### config.mk
export PLATFORM = sky130hd
export DESIGN_NAME = rr_arbiter_flat
export DESIGN_NICKNAME = d
export VERILOG_FILES = /design/src/rtl/rr_arbiter_if.sv /design/src/rtl/rr_arbiter.sv /design/src/flat_wrapper.sv
export SDC_FILE = /design/constraint.sdc
export NUM_CORES = 1
export LEC_CHECK = 0
export CAP_MARGIN = 10
export CORE_ASPECT_RATIO = 1.25
export CORE_UTILIZATION = 29
export DETAILED_ROUTE_END_ITERATION = 8
export DONT_BUFFER_PORTS = 1
export GPL_TIMING_DRIVEN = 0
export PLACE_DENSITY = 0.45
export RECOVER_POWER = 25
export SYNTH_ARGS = -nofsm -noshare
export SYNTH_HDL_FRONTEND = slang
export SYNTH_SLANG_ARGS = --single-unit
### constraint.sdc
create_clock -name clk -period 3.7 [get_ports clk]
set_clock_uncertainty 0.05 [all_clocks]
set_input_delay 0.185 -clock clk [delete_from_list [all_inputs] [get_ports clk]]
set_output_delay 0.185 -clock clk [all_outputs]
set_load 0.02 [all_outputs]
### src/rtl/rr_arbiter_if.sv
// Requester/resource side of the round-robin arbiter: request vector, grant outputs
// and the already-muxed beat handshake from the shared resource.
interface rr_arbiter_if #(
   parameter int unsigned WIDTH = 8
);
   localparam int unsigned IdxW = $clog2(WIDTH);

   logic [WIDTH-1:0] req;
   logic [WIDTH-1:0] gnt;
   logic [IdxW-1:0]  gnt_idx;
   logic             gnt_vld;
   logic             bus_vld;
   logic             bus_rdy;
   logic             bus_lst;
   logic             tmo_err;

   // Requesters and resource drive requests and beats, observe the grant.
   modport master (
      output req, bus_vld, bus_rdy, bus_lst,
      input  gnt, gnt_idx, gnt_vld, tmo_err
   );

   // The arbiter itself.
   modport slave (
      input  req, bus_vld, bus_rdy, bus_lst,
      output gnt, gnt_idx, gnt_vld, tmo_err
   );
endinterface

### src/rtl/rr_arbiter.sv
// Round-robin arbiter for one shared resource. A grant is held for a whole
// transaction (until the last accepted beat) or until the stall watchdog fires.

// Lowest-set-bit encoder, organised as SPLIT groups: first non-empty group wins,
// then the lowest set bit inside that group.
module priority_encoder #(
   parameter int unsigned WIDTH = 8,
   parameter int unsigned SPLIT = 2
) (
   input  logic [WIDTH-1:0]         req_i,
   output logic [$clog2(WIDTH)-1:0] idx_o,
   output logic                     vld_o
);
   localparam int unsigned IdxW = $clog2(WIDTH);
   localparam int unsigned GrpW = (WIDTH + SPLIT - 1) / SPLIT;
   localparam int unsigned PadW = GrpW * SPLIT;

   logic [PadW-1:0]  req_pad;
   logic [SPLIT-1:0] grp_any;

   // Pad to whole groups and flag every group holding a request.
   always_comb begin
      req_pad = '0;
      req_pad[WIDTH-1:0] = req_i;
      grp_any = '0;
      for (int unsigned g = 0; g < SPLIT; g++) begin
         grp_any[g] = |req_pad[g*GrpW +: GrpW];
      end
   end

   // Pick the lowest non-empty group; the descending scan leaves its lowest bit.
   always_comb begin : p_sel
      logic found;
      found = 1'b0;
      idx_o = '0;
      for (int unsigned g = 0; g < SPLIT; g++) begin
         if (!found && grp_any[g]) begin
            found = 1'b1;
            for (int b = int'(GrpW) - 1; b >= 0; b--) begin
               if (req_pad[g*GrpW + b]) begin
                  idx_o = IdxW'(g*GrpW + b);
               end
            end
         end
      end
   end

   assign vld_o = |req_i;
endmodule

module rr_arbiter #(
   parameter int unsigned WIDTH   = 8,
   parameter int unsigned SPLIT   = 2,
   parameter int unsigned TIMEOUT = 256
) (
   input logic         clk,
   input logic         rst,
   rr_arbiter_if.slave arb_io
);
   localparam int unsigned IdxW = $clog2(WIDTH);
   localparam int unsigned CntW = (TIMEOUT > 0) ? $clog2(TIMEOUT + 1) : 1;
   localparam logic [CntW-1:0] CntMax = CntW'(TIMEOUT - 1);

   typedef enum logic {StIdle, StBusy} state_e;

   state_e           state_q, state_d;
   logic [IdxW-1:0]  ptr_q, ptr_d;
   logic [WIDTH-1:0] gnt_q, gnt_d;
   logic [IdxW-1:0]  gnt_idx_q, gnt_idx_d;
   logic             gnt_vld_q, gnt_vld_d;
   logic [CntW-1:0]  cnt_q, cnt_d;
   logic             tmo_q, tmo_d;

   logic             hs, rel_lst, expire, release_ev;
   logic [IdxW-1:0]  ptr_arb, idx_m, idx_u, winner;
   logic [WIDTH-1:0] mreq;
   logic             vld_m, vld_u;

   assign hs         = arb_io.bus_vld & arb_io.bus_rdy;
   assign rel_lst    = (state_q == StBusy) & hs & arb_io.bus_lst;
   // A last-beat handshake on the expiry cycle is a normal release: expire needs !hs.
   assign expire     = (TIMEOUT != 0) && (state_q == StBusy) && !hs && (cnt_q == CntMax);
   assign release_ev = rel_lst | expire;

   // Mask requests below the pointer; on release the rotated pointer is used at once.
   always_comb begin
      ptr_arb = ptr_q;
      if (release_ev) begin
         ptr_arb = (gnt_idx_q == IdxW'(WIDTH - 1)) ? '0 : gnt_idx_q + 1'b1;
      end
      mreq = '0;
      for (int unsigned i = 0; i < WIDTH; i++) begin
         mreq[i] = arb_io.req[i] & (IdxW'(i) >= ptr_arb);
      end
   end

   priority_encoder #(
      .WIDTH (WIDTH),
      .SPLIT (SPLIT)
   ) u_pe_masked (
      .req_i (mreq),
      .idx_o (idx_m),
      .vld_o (vld_m)
   );

   priority_encoder #(
      .WIDTH (WIDTH),
      .SPLIT (SPLIT)
   ) u_pe_plain (
      .req_i (arb_io.req),
      .idx_o (idx_u),
      .vld_o (vld_u)
   );

   assign winner = vld_m ? idx_m : idx_u;

   // Next-state: grant on any request when idle; hold until release when busy.
   always_comb begin
      state_d   = state_q;
      ptr_d     = ptr_q;
      gnt_d     = gnt_q;
      gnt_idx_d = gnt_idx_q;
      gnt_vld_d = gnt_vld_q;
      cnt_d     = cnt_q;
      tmo_d     = 1'b0;
      case (state_q)
         StIdle: begin
            if (vld_u) begin
               state_d   = StBusy;
               gnt_d     = WIDTH'(1) << winner;
               gnt_idx_d = winner;
               gnt_vld_d = 1'b1;
               cnt_d     = '0;
            end
         end
         StBusy: begin
            if (release_ev) begin
               ptr_d = ptr_arb;
               tmo_d = expire;
               cnt_d = '0;
               if (vld_u) begin
                  gnt_d     = WIDTH'(1) << winner;
                  gnt_idx_d = winner;
               end else begin
                  state_d   = StIdle;
                  gnt_d     = '0;
                  gnt_vld_d = 1'b0;
               end
            end else if (hs) begin
               cnt_d = '0;
            end else begin
               cnt_d = cnt_q + 1'b1;
            end
         end
         default: state_d = StIdle;
      endcase
   end

   // State and output registers, synchronous reset.
   always_ff @(posedge clk) begin
      if (rst) begin
         state_q   <= StIdle;
         ptr_q     <= '0;
         gnt_q     <= '0;
         gnt_idx_q <= '0;
         gnt_vld_q <= 1'b0;
         cnt_q     <= '0;
         tmo_q     <= 1'b0;
      end else begin
         state_q   <= state_d;
         ptr_q     <= ptr_d;
         gnt_q     <= gnt_d;
         gnt_idx_q <= gnt_idx_d;
         gnt_vld_q <= gnt_vld_d;
         cnt_q     <= cnt_d;
         tmo_q     <= tmo_d;
      end
   end

   assign arb_io.gnt     = gnt_q;
   assign arb_io.gnt_idx = gnt_idx_q;
   assign arb_io.gnt_vld = gnt_vld_q;
   assign arb_io.tmo_err = tmo_q;
endmodule

### src/flat_wrapper.sv
// flat-port wrapper written by rule: the top's interface ports become plain ports
module rr_arbiter_flat 
#(
   parameter int unsigned WIDTH   = 8,
   parameter int unsigned SPLIT   = 2,
   parameter int unsigned TIMEOUT = 256
)
  (clk, rst, arb_io_req, arb_io_bus_vld, arb_io_bus_rdy, arb_io_bus_lst, arb_io_gnt, arb_io_gnt_idx, arb_io_gnt_vld, arb_io_tmo_err);
  rr_arbiter_if #(.WIDTH(WIDTH)) arb_io_i ();
  input logic clk;
  input logic rst;
  input wire logic [$bits(arb_io_i.req)-1:0] arb_io_req;
  input wire logic [$bits(arb_io_i.bus_vld)-1:0] arb_io_bus_vld;
  input wire logic [$bits(arb_io_i.bus_rdy)-1:0] arb_io_bus_rdy;
  input wire logic [$bits(arb_io_i.bus_lst)-1:0] arb_io_bus_lst;
  output wire logic [$bits(arb_io_i.gnt)-1:0] arb_io_gnt;
  output wire logic [$bits(arb_io_i.gnt_idx)-1:0] arb_io_gnt_idx;
  output wire logic [$bits(arb_io_i.gnt_vld)-1:0] arb_io_gnt_vld;
  output wire logic [$bits(arb_io_i.tmo_err)-1:0] arb_io_tmo_err;
  assign arb_io_i.req = arb_io_req;
  assign arb_io_i.bus_vld = arb_io_bus_vld;
  assign arb_io_i.bus_rdy = arb_io_bus_rdy;
  assign arb_io_i.bus_lst = arb_io_bus_lst;
  assign arb_io_gnt = arb_io_i.gnt;
  assign arb_io_gnt_idx = arb_io_i.gnt_idx;
  assign arb_io_gnt_vld = arb_io_i.gnt_vld;
  assign arb_io_tmo_err = arb_io_i.tmo_err;
  rr_arbiter #(.WIDTH(WIDTH), .SPLIT(SPLIT), .TIMEOUT(TIMEOUT)) u_core (.clk(clk), .rst(rst), .arb_io(arb_io_i));
endmodule
==> results of run 1 <==
==> power by group <==
group          switching (µW)  total (µW)  internal (µW)
clock                    92.8         188           95.3
combinational            56.5        91.3           34.9
sequential               14.3         302            287
total                     164         581            417
==> placed cells by master, fill, tap and decap left out, types with 2 or more instances in the layout <==
master | Yosys | routed
nor3_1 | 6 | 6
o21ai_2 | 4 | 4
nor3b_1 | 3 | 3
o21ai_0 | 10 | 10
mux2i_1 | 3 | 3
buf_4 | 2 | 2
a21oi_1 | 17 | 17
nor2b_1 | 3 | 3
clkbuf_1 | 4 | 4
clkbuf_8 | 0 | 4
dfxtp_1 | 26 | 26
nand3_1 | 7 | 7
a22oi_1 | 3 | 3
nor2_1 | 32 | 32
ha_1 | 4 | 4
o21bai_1 | 2 | 2
a211oi_1 | 3 | 3
inv_1 | 8 | 8
and3_1 | 8 | 8
nand2_1 | 25 | 25
o211ai_1 | 3 | 3
nand2b_1 | 3 | 3
o32ai_1 | 3 | 3
nand4_1 | 2 | 2
nand3b_1 | 2 | 2
==> critical path: cells and delay by family (launching register included) <==
kind	cells	cell delay (ns)
AO/OA/AOI/OAI	6	1.49
adder cells (fa/ha/maj)	2	0.47
flip-flops	1	0.34
AND/OR/NAND/NOR	4	0.81
==> cell usage after synthesis, drive strengths merged, types with 2 or more instances <==
library cell,number,share of area
o21bai,2,0.0092
clkbuf,4,0.0092
mux2i,3,0.019
inv,8,0.019
a211oi,3,0.014
nor3,6,0.019
nor2b,3,0.012
o21ai,15,0.056
a21oi,18,0.062
nor3b,3,0.014
o211ai,3,0.014
nand4,2,0.0077
nand3,7,0.022
buf,2,0.0092
a22oi,3,0.014
dfxtp,26,0.32
nor2,32,0.074
nand2b,3,0.012
and3,8,0.031
nand3b,2,0.0092
and2,2,0.0093
nand2,25,0.058
ha,4,0.031
o32ai,3,0.016
==> per-layer routing <==
layer,wire length (µm),vias up
met5,0,-
met3,225,7
met1,2110,729
met4,57,0
met2,2090,32
li1,-,778
==> cell type report <==
type	instances	area (µm²)
Fill cell	612	3650
Tap cell	64	80.1
Buffer	6	30.0
Multi-Input combinational cell	170	1040
Inverter	8	30.0
Sequential cell	26	520
Clock buffer	4	55.1
==> cells by family (layout without fill, tap and decap cells) <==
kind of cell | after synthesis | in the layout | synth area share
compound gates | 64 | 64 | 0.291
fa+ha+maj | 5 | 5 | 0.0378
buf+inv | 14 | 18 | 0.0370
flops | 26 | 26 | 0.321
mux | 4 | 4 | 0.0254
simple gates | 97 | 97 | 0.288
==> worst min-delay path by stage <==
stage	from	endpoint	slack, ns	cells after the start
floorplan	u_core.cnt_q[7]$_SDFFE_PP0P_	u_core.cnt_q[7]$_SDFFE_PP0P_	0.39	1
global placement	u_core.cnt_q[8]$_SDFFE_PP0P_	u_core.cnt_q[8]$_SDFFE_PP0P_	0.42	2
detailed placement	u_core.cnt_q[8]$_SDFFE_PP0P_	u_core.cnt_q[8]$_SDFFE_PP0P_	0.43	2
CTS	arb_io_req[7]	u_core.arb_io.gnt_idx[2]$_SDFFE_PP0P_	0.16	3
global route	arb_io_req[1]	u_core.arb_io.gnt[3]$_SDFFE_PP0P_	0.19	3
finish	arb_io_req[7]	u_core.arb_io.gnt_idx[2]$_SDFFE_PP0P_	0.17	3
==> registers in the layout, indices dropped and copies added, names as in the netlist <==
signal and count:
u_core.arb_io.gnt_vld 1, u_core.arb_io.gnt 8, u_core.ptr_q 3, u_core.arb_io.gnt_idx 3
u_core.cnt_q 9, u_core.arb_io.tmo_err 1, u_core.state_q 1
==> metrics by stage <==
| step | std cells | utilization | setup WS [ns] | hold slack [ns] | cell area (µm²) |
|---|---|---|---|---|---|
| floorplan | 210 | - | 0.895 | 0.389 | 1620 |
| detailed placement | 274 | 0.315 | 0.459 | 0.430 | 1700 |
| global route | 278 | 0.325 | 0.191 | 0.186 | 1760 |
| global placement | 274 | 0.315 | 0.447 | 0.418 | 1700 |
| CTS | 278 | 0.325 | 0.426 | 0.163 | 1760 |
| finish | 278 | 0.325 | 0.454 | 0.165 | 1760 |
==> metrics.yaml, run 1 <==
run_status:
  outcome: "finished, final reports clean"
route:
  first_pass_iters: 4
  drc: 0
  drt-initial-drc-count: 99
  vias: 1546
  wl_per_cell_um: 16.1
  routed_via_density: 5.56
  wirelength_mm: 4.48
  route.antenna.remaining_nets: 0
sta:
  setup_tns_ns: 0
  fmax_mhz: 308
  slew_headroom: 0.611
  fin_crit_sh: 0.877
  setup_viol: 0
  post-route-min-period_ns: 3.25
  tightestPinTransition_ns: 0.567
  drv_slew: 0
  rsz0062_at_grt: "no"
  hold_violations: 0
floorplanning:
  initial_utilization: 0.300
  ios: 26
  core_area_um2: 5410
  dieArea_um2: 5900
  rows: 30
  die_h_um: 85.6
  die_w_um: 68.9
pwr:
  p_per_area_nw_per_um2: 330
  total_power_uw: 581
  peakVddDrop_mv: 0.216
  power.leakage_uw: 0.000645
cts:
  hold_buffers: 0
  cts.clk_slew.worst_paths_ns: 0.09
  cts_tree: "built"
  clock_latency_ns: 0.27
  postCtsSetupBuffers: 0
  clk_path_buf_depth: 2
  numClockSinks: 26
  clock-root-buffer: "clkbuf_8"
  numCtsBuffers: 3
  cts.htree.levels: 1
  cts_resized: 0
global_route:
  grt_overflow: 0
  use_met2: 0.272
  busiest_layer: "met2"
  grt_pass1_vias: 1524
  grt.met3_usage: 0.0253
  grt_pass1_wl_mm: 7.47
  grt_max_degree: 15
  grt_use_total: 0.167
  grt_util_met1: 0.223
  antenna_found_initial: 0
synth:
  postSynthAreaPerCell_um2: 7.73
  ys_ff_latch: 26
  syn_area_um2: 1620
  synth_edf_count: 0
  synth.distinct_cells: 51
  syn_inst: 210
  syn-num-nets: 227
  ys_seq_area_frac: 0.321
  ys_warn_count: 0
  async_flop_share: 0
  synth_ff_type: "dfxtp_1"
layout:
  fin_nets: 232
  n_antenna_cell: 0
  layout-drive-gt1-share: 0.0888
  area_delta_synth_final_pct: 8.33
setup_path:
  cp_cell_sequence: "ha_1, and3_1, and3_1, and3_1, ha_1, a21boi_2, o21ai_2, a2111oi_2, o32ai_1, a21oi_4, nand3b_1, a21oi_1"
  cp.arrival_ns: 3.40
  crit_path_top_delay_cell: "o32ai_1"
  critPathCaptureType: "flip-flop"
  critical_path.max_fanout: 9
  critPathKind: "reg2reg"
  max_stage_delay_ns: 0.47
  crit_end: "u_core.arb_io.gnt[7]$_SDFFE_PP0P_"
  crit_start: "u_core.cnt_q[0]$_SDFFE_PP0P_"
  cp_common_cell: "and3_1"
  rrSetupSlack_ns: 0.45
  cp-start-kind: "flip-flop"
  rr_worst_depth: 12
  reg2reg_to: "u_core.arb_io.gnt[7]$_SDFFE_PP0P_"
  r2r-start: "u_core.cnt_q[0]$_SDFFE_PP0P_"
  required_ns: 3.86
placement:
  finalWeightedCongestion: 0.776
  io_buffer_count: 0
  dpl.hpwl_mm: 3.38
min_path:
  hold_class: "in2reg"
run:
  maxCapViolCount: 0
No activity file was read; power rests on OpenSTA's default activity.
==> run 2, diff against run 1 <==
Settings changed: SYNTH_HIERARCHICAL set to 1.
==> run 2 against run 1 <==
Setup slack got worse by 0.19 ns; routed wire length fell by 15%; critical path type unchanged; via count fell by 9.3%; cell area fell by 2.5%; flip-flop and latch count did not move; final cell count fell by 9.0%; synthesized cell count fell by 11%; sequential power barely moved; area after synthesis fell by 2.3%; clock-buffer cell count fell by 1; critical endpoint is now u_core/arb_io.gnt[1]$_SDFFE_PP0P_; largest cell class unchanged.
==> metrics.yaml, run 2 <==
synth:
  ys_warn_count: 6
  syn_area_um2: 1590
  postSynthAreaPerCell_um2: 8.48
  synthSimpleGateAreaFrac: 0.259
  synth_ff_type: "dfxtp_1"
  yosysTopAreaCellShare: 0.328
  synthMuxAreaShare: 0.0324
  yosys.area.top_type: "dfxtp_1"
  synthAdderAreaFrac: 0.0395
  synth_compound_area_frac: 0.268
  synthXorXnorAreaFrac: 0.0331
  synth.distinct_cells: 53
  synth_top_family_by_area: "compound AO/OA/AOI/OAI gates"
  ys_ff_latch: 26
  synthTopCellsByArea: "dfxtp_1, nor2_1, ha_1"
  synth_edf_count: 0
  ys_seq_area_frac: 0.328
  async_flop_share: 0
  syn_inst: 187
  synth_top_cells_by_count: "nor2_1, dfxtp_1, nand2_1"
  syn-num-nets: 205
  yosysMostFrequentCell: "nor2_1"
route:
  wl_per_cell_um: 15.1
  drt-initial-drc-count: 83
  routed_via_density: 5.54
  route.antenna.remaining_nets: 0
  vias: 1402
  wirelength_mm: 3.82
  first_pass_iters: 4
  drc: 0
setup_path:
  max_stage_delay_ns: 0.40
  cp-start-kind: "flip-flop"
  crit_buf_inv: 1
  crit_start: "u_core/cnt_q[0]$_SDFFE_PP0P_"
  cp_common_cell: "nor2_1"
  required_ns: 3.85
  cp_cell_sequence: "ha_1, nand3_1, nor2_1, ha_2, a21boi_4, o21ai_4, buf_6, o211a_1, nor4_1, nand2_1, mux2_2, a211oi_2, a22oi_1, nor2_1"
  critPathCaptureType: "flip-flop"
  cpLargestDelayFamily: "compound AO/OA/AOI/OAI gates"
  r2r-start: "u_core/cnt_q[0]$_SDFFE_PP0P_"
  critPathKind: "reg2reg"
  cp.arrival_ns: 3.58
  critical_path.max_fanout: 10
  crit_path_top_delay_cell: "dfxtp_1"
global_route:
  grt_overflow: 0
  grt_pass1_wl_mm: 6.13
  antenna_found_initial: 0
  grt_pass1_vias: 1269
  grt_use_total: 0.139
  grt_max_degree: 14
sta:
  slew_headroom: 0.630
  setup_tns_ns: 0
  rsz0062_at_grt: "no"
  fmax_mhz: 291
  post-route-min-period_ns: 3.43
  drv_slew: 0
  fin_crit_sh: 0.927
  hold_violations: 0
  setup_viol: 0
  tightestPinTransition_ns: 0.548
placement:
  io_buffer_count: 0
  finalWeightedCongestion: 0.820
  post-place-cells: 249
  dpl.hpwl_mm: 2.98
cts:
  cts.clk_slew.worst_paths_ns: 0.08
  numClockSinks: 26
  hold_buffers: 0
  clk_path_buf_depth: 2
  clock-root-buffer: "clkbuf_8"
  clock_latency_ns: 0.26
  cts_tree: "built"
  cts.htree.levels: 1
  numCtsBuffers: 3
min_path:
  hold_class: "in2reg"
  hp-start: "arb_io_bus_rdy"
floorplanning:
  core_area_um2: 5150
  dieArea_um2: 5770
  die_w_um: 68.1
  ios: 26
  rows: 29
  die_h_um: 84.7
  initial_utilization: 0.308
layout:
  layout_common_cells: "nor2_1, dfxtp_1, nand2_1"
  fin_nets: 211
  regMostFlops: "u_core/cnt_q"
  area_delta_synth_final_pct: 8.13
  n_antenna_cell: 0
  final_common_cell: "nor2_1"
  nFillCells: 560
  layout-drive-gt1-share: 0.0995
  finalNonFillerCells: 253
  largest_register_ffs: 9
pwr:
  peakVddDrop_mv: 0.177
  power.leakage_uw: 0.000617
  p_per_area_nw_per_um2: 313
run:
  maxCapViolCount: 0
run_status:
  outcome: "finished, final reports clean"
-- run 2: worst register-to-register path, delay by kind of cell (launching register included) --
kind | cells | cell delay (ns)
fa+ha+maj | 2 | 0.50
mux | 1 | 0.34
compound gates | 5 | 1.08
flops | 1 | 0.40
buf+inv | 1 | 0.17
simple gates | 5 | 0.82
-- run 2: repair_timing --
| item | in CTS | in global routing |
|---|---|---|
| endpoints found under the setup margin | 0 | 8 |
| buffers inserted | 0 | 1 |
| resized for setup | 0 | 1 |
-- run 2: area by class of cell --
type | count | area (µm²) | share of cell area
inverter | 11 | 41.3 | 0.0241
sequential | 26 | 520 | 0.304
buffer | 4 | 22.5 | 0.0131
clock buffer | 3 | 41.3 | 0.0241
multi-input combinational | 146 | 1000 | 0.585
tap | 62 | 77.6 | 0.0453
timing repair buffer | 1 | 7.51 | 0.00438
-- run 2: per-stage QoR --
step           setup WS, ns  hold slack (ns)  power, µW   util  instance area (µm²)
2_1_floorplan         0.589            0.366        373      -                 1590
3_3_place_gp         0.0814            0.377        388  0.323                 1660
3_5_place_dp         0.0753            0.386        391  0.323                 1660
4_1_cts              0.0380            0.109        547  0.331                 1700
5_1_grt              0.0474            0.106        570  0.333                 1710
6_report              0.269            0.116        537  0.333                 1710
-- run 2: kinds of logic after synthesis --
family                   Yosys count
adder cells (fa/ha/maj)            5
XOR/XNOR                           6
AO/OA/AOI/OAI                     50
multiplexers                       5
flip-flops                        26
AND/OR/NAND/NOR                   80
buffers and inverters             15
-- run 2: report_power, final --
group          internal [µW]  switching, µW  leakage (µW)
Combinational           33.1           47.0      0.000384
Clock                   72.7           80.3     0.0000216
Sequential               288           16.5      0.000211
-- run 2: per-layer routing --
layer / track usage / routed length, µm / vias to the layer above
met2: 0.238 / 1890 / 24
met1: 0.170 / 1700 / 680
met5: 0 / 0 / -
met4: 0.0473 / 46 / 0
li1: - / - / 694
met3: 0.0217 / 180 / 4
-- run 2: worst paths after layout --
| kind | end | slack, ns | cells after the start |
|---|---|---|---|
| max | u_core/arb_io.gnt[1]$_SDFFE_PP0P_ | 0.27 | 14 |
| min | u_core/arb_io.tmo_err$_SDFF_PP0_ | 0.12 | 2 |
| min reg2reg | u_core/cnt_q[8]$_SDFFE_PP0P_ | 0.44 | 2 |
| max reg2reg | u_core/arb_io.gnt[1]$_SDFFE_PP0P_ | 0.27 | 14 |
==> run 3, diff against run 2 <==
Settings changed: ABC_CLOCK_PERIOD_IN_PS set to 3700, CTS_BUF_LIST set to sky130_fd_sc_hd__clkbuf_4.
==> run 3 against run 2 <==
Power down 7.3%; clock-buffer cell count did not move; routed wire length shrank 0.50%; combinational power is essentially flat; maximum frequency fell by 0.15%; via count fell by 0.21%; register-to-register slack about the same; flip-flop and latch count unchanged; core utilization down 0.36 points; critical endpoint unchanged.
==> metrics.yaml, run 3 (same netlist as run 2, synthesis figures left out) <==
sta:
  setup_tns_ns: 0
  setup_viol: 0
  drv_slew: 0
  hold_violations: 0
  tightestPinTransition_ns: 0.548
  fmax_mhz: 291
  slew_headroom: 0.630
  fin_crit_sh: 0.929
  post-route-min-period_ns: 3.44
  rsz0062_at_grt: "no"
setup_path:
  crit_path_top_delay_cell: "dfxtp_1"
  max_stage_delay_ns: 0.41
  critical_path.max_fanout: 10
  cp_common_cell: "nor2_1"
  cp.arrival_ns: 3.63
  critPathCaptureType: "flip-flop"
  critPathKind: "reg2reg"
  required_ns: 3.90
  cp-start-kind: "flip-flop"
  cp_cell_sequence: "ha_1, nand3_1, nor2_1, ha_2, a21boi_4, o21ai_4, buf_6, o211a_1, nor4_1, nand2_1, mux2_2, a211oi_2, a22oi_1, nor2_1"
  rr_worst_depth: 14
cts:
  numCtsBuffers: 3
  clock_latency_ns: 0.30
  clock-root-buffer: "clkbuf_4"
  numClockSinks: 26
  cts.clk_slew.worst_paths_ns: 0.13
  cts.htree.levels: 1
  hold_buffers: 0
  clk_path_buf_depth: 2
  cts_tree: "built"
placement:
  placed_cell_area_um2: 1660
  io_buffer_count: 0
  finalWeightedCongestion: 0.820
  dpl.hpwl_mm: 2.98
layout:
  regMostFlops: "u_core/cnt_q"
  n_antenna_cell: 0
  ff_latch_area_um2: 520
  nFillCells: 561
  layout-drive-gt1-share: 0.0995
  fin_area_um2: 1700
  layout_common_cells: "nor2_1, dfxtp_1, nand2_1"
  largest_register_ffs: 9
  final_common_cell: "nor2_1"
  area_delta_synth_final_pct: 6.95
  multi_input_area_um2: 1000
  fin_nets: 211
global_route:
  grt_pass1_wl_mm: 6.12
  grt_max_degree: 14
  grt_overflow: 0
  grt_pass1_vias: 1266
  grt_use_total: 0.139
  antenna_found_initial: 0
min_path:
  holdPathStages: 2
  hold_class: "in2reg"
route:
  drt-initial-drc-count: 72
  route.antenna.remaining_nets: 0
  wl_per_cell_um: 15.0
  first_pass_iters: 4
  drc: 0
  routed_via_density: 5.53
  wirelength_mm: 3.80
  vias: 1399
floorplanning:
  dieArea_um2: 5770
  initial_utilization: 0.308
  die_w_um: 68.1
  core_area_um2: 5150
  die_h_um: 84.7
  ios: 26
  rows: 29
pwr:
  p_per_area_nw_per_um2: 294
  power.leakage_uw: 0.000609
  peakVddDrop_mv: 0.164
run:
  maxCapViolCount: 0
run_status:
  outcome: "finished, final reports clean"
-- run 3: cell counts in the layout (fill, tap and decap cells not counted) --
Identical to the previous run, type by type.
-- run 3: final timing paths --
path,endpoint,slack [ns],start
worst min register to register,u_core/cnt_q[8]$_SDFFE_PP0P_,0.45,u_core/cnt_q[8]$_SDFFE_PP0P_
worst max register to register,u_core/arb_io.gnt[1]$_SDFFE_PP0P_,0.26,u_core/cnt_q[1]$_SDFFE_PP0P_
worst max-delay path,u_core/arb_io.gnt[1]$_SDFFE_PP0P_,0.26,u_core/cnt_q[1]$_SDFFE_PP0P_
worst min-delay path,u_core/arb_io.tmo_err$_SDFF_PP0_,0.06,arb_io_bus_rdy
-- run 3: timing repair --
item	CTS	global route
resized for setup	0	1
setup endpoints to repair	0	8
setup buffers	0	1
-- run 3: routing by layer --
layer / share of wire / wire (µm) / global-route usage
met5: 0 / 0 / 0
met4: 0.014 / 52 / 0.0473
met2: 0.50 / 1880 / 0.238
met3: 0.047 / 180 / 0.0217
met1: 0.44 / 1680 / 0.169
-- run 3: layout make-up --
cell class	count	area share
Buffer	4	0.0133
Clock buffer	3	0.0133
Inverter	11	0.0244
Multi-Input combinational cell	146	0.592
Sequential cell	26	0.307
Tap cell	62	0.0458
Timing Repair Buffer	1	0.00443
-- run 3: critical path: cells and delay by family, from the launching register on --
family,cells,cell delay (ns)
compound gates,5,1.08
fa+ha+maj,2,0.49
buf+inv,1,0.17
flops,1,0.41
mux,1,0.34
simple gates,5,0.82
-- run 3: power by group --
group	switching, µW	internal (µW)
Combinational	47.0	33.1
Clock	75.5	37.9
Sequential	16.5	288
Total	139	359
-- run 3: metrics by stage --
step	std cells	hold slack [ns]	utilization	setup WS (ns)	total power [µW]
global route	253	0.0336	0.329	0.0313	532
floorplan	187	0.366	-	0.589	373
finish	253	0.0626	0.329	0.264	498
global placement	249	0.377	0.323	0.0814	388
CTS	252	0.0459	0.327	0.0245	509
detailed placement	249	0.386	0.323	0.0753	391
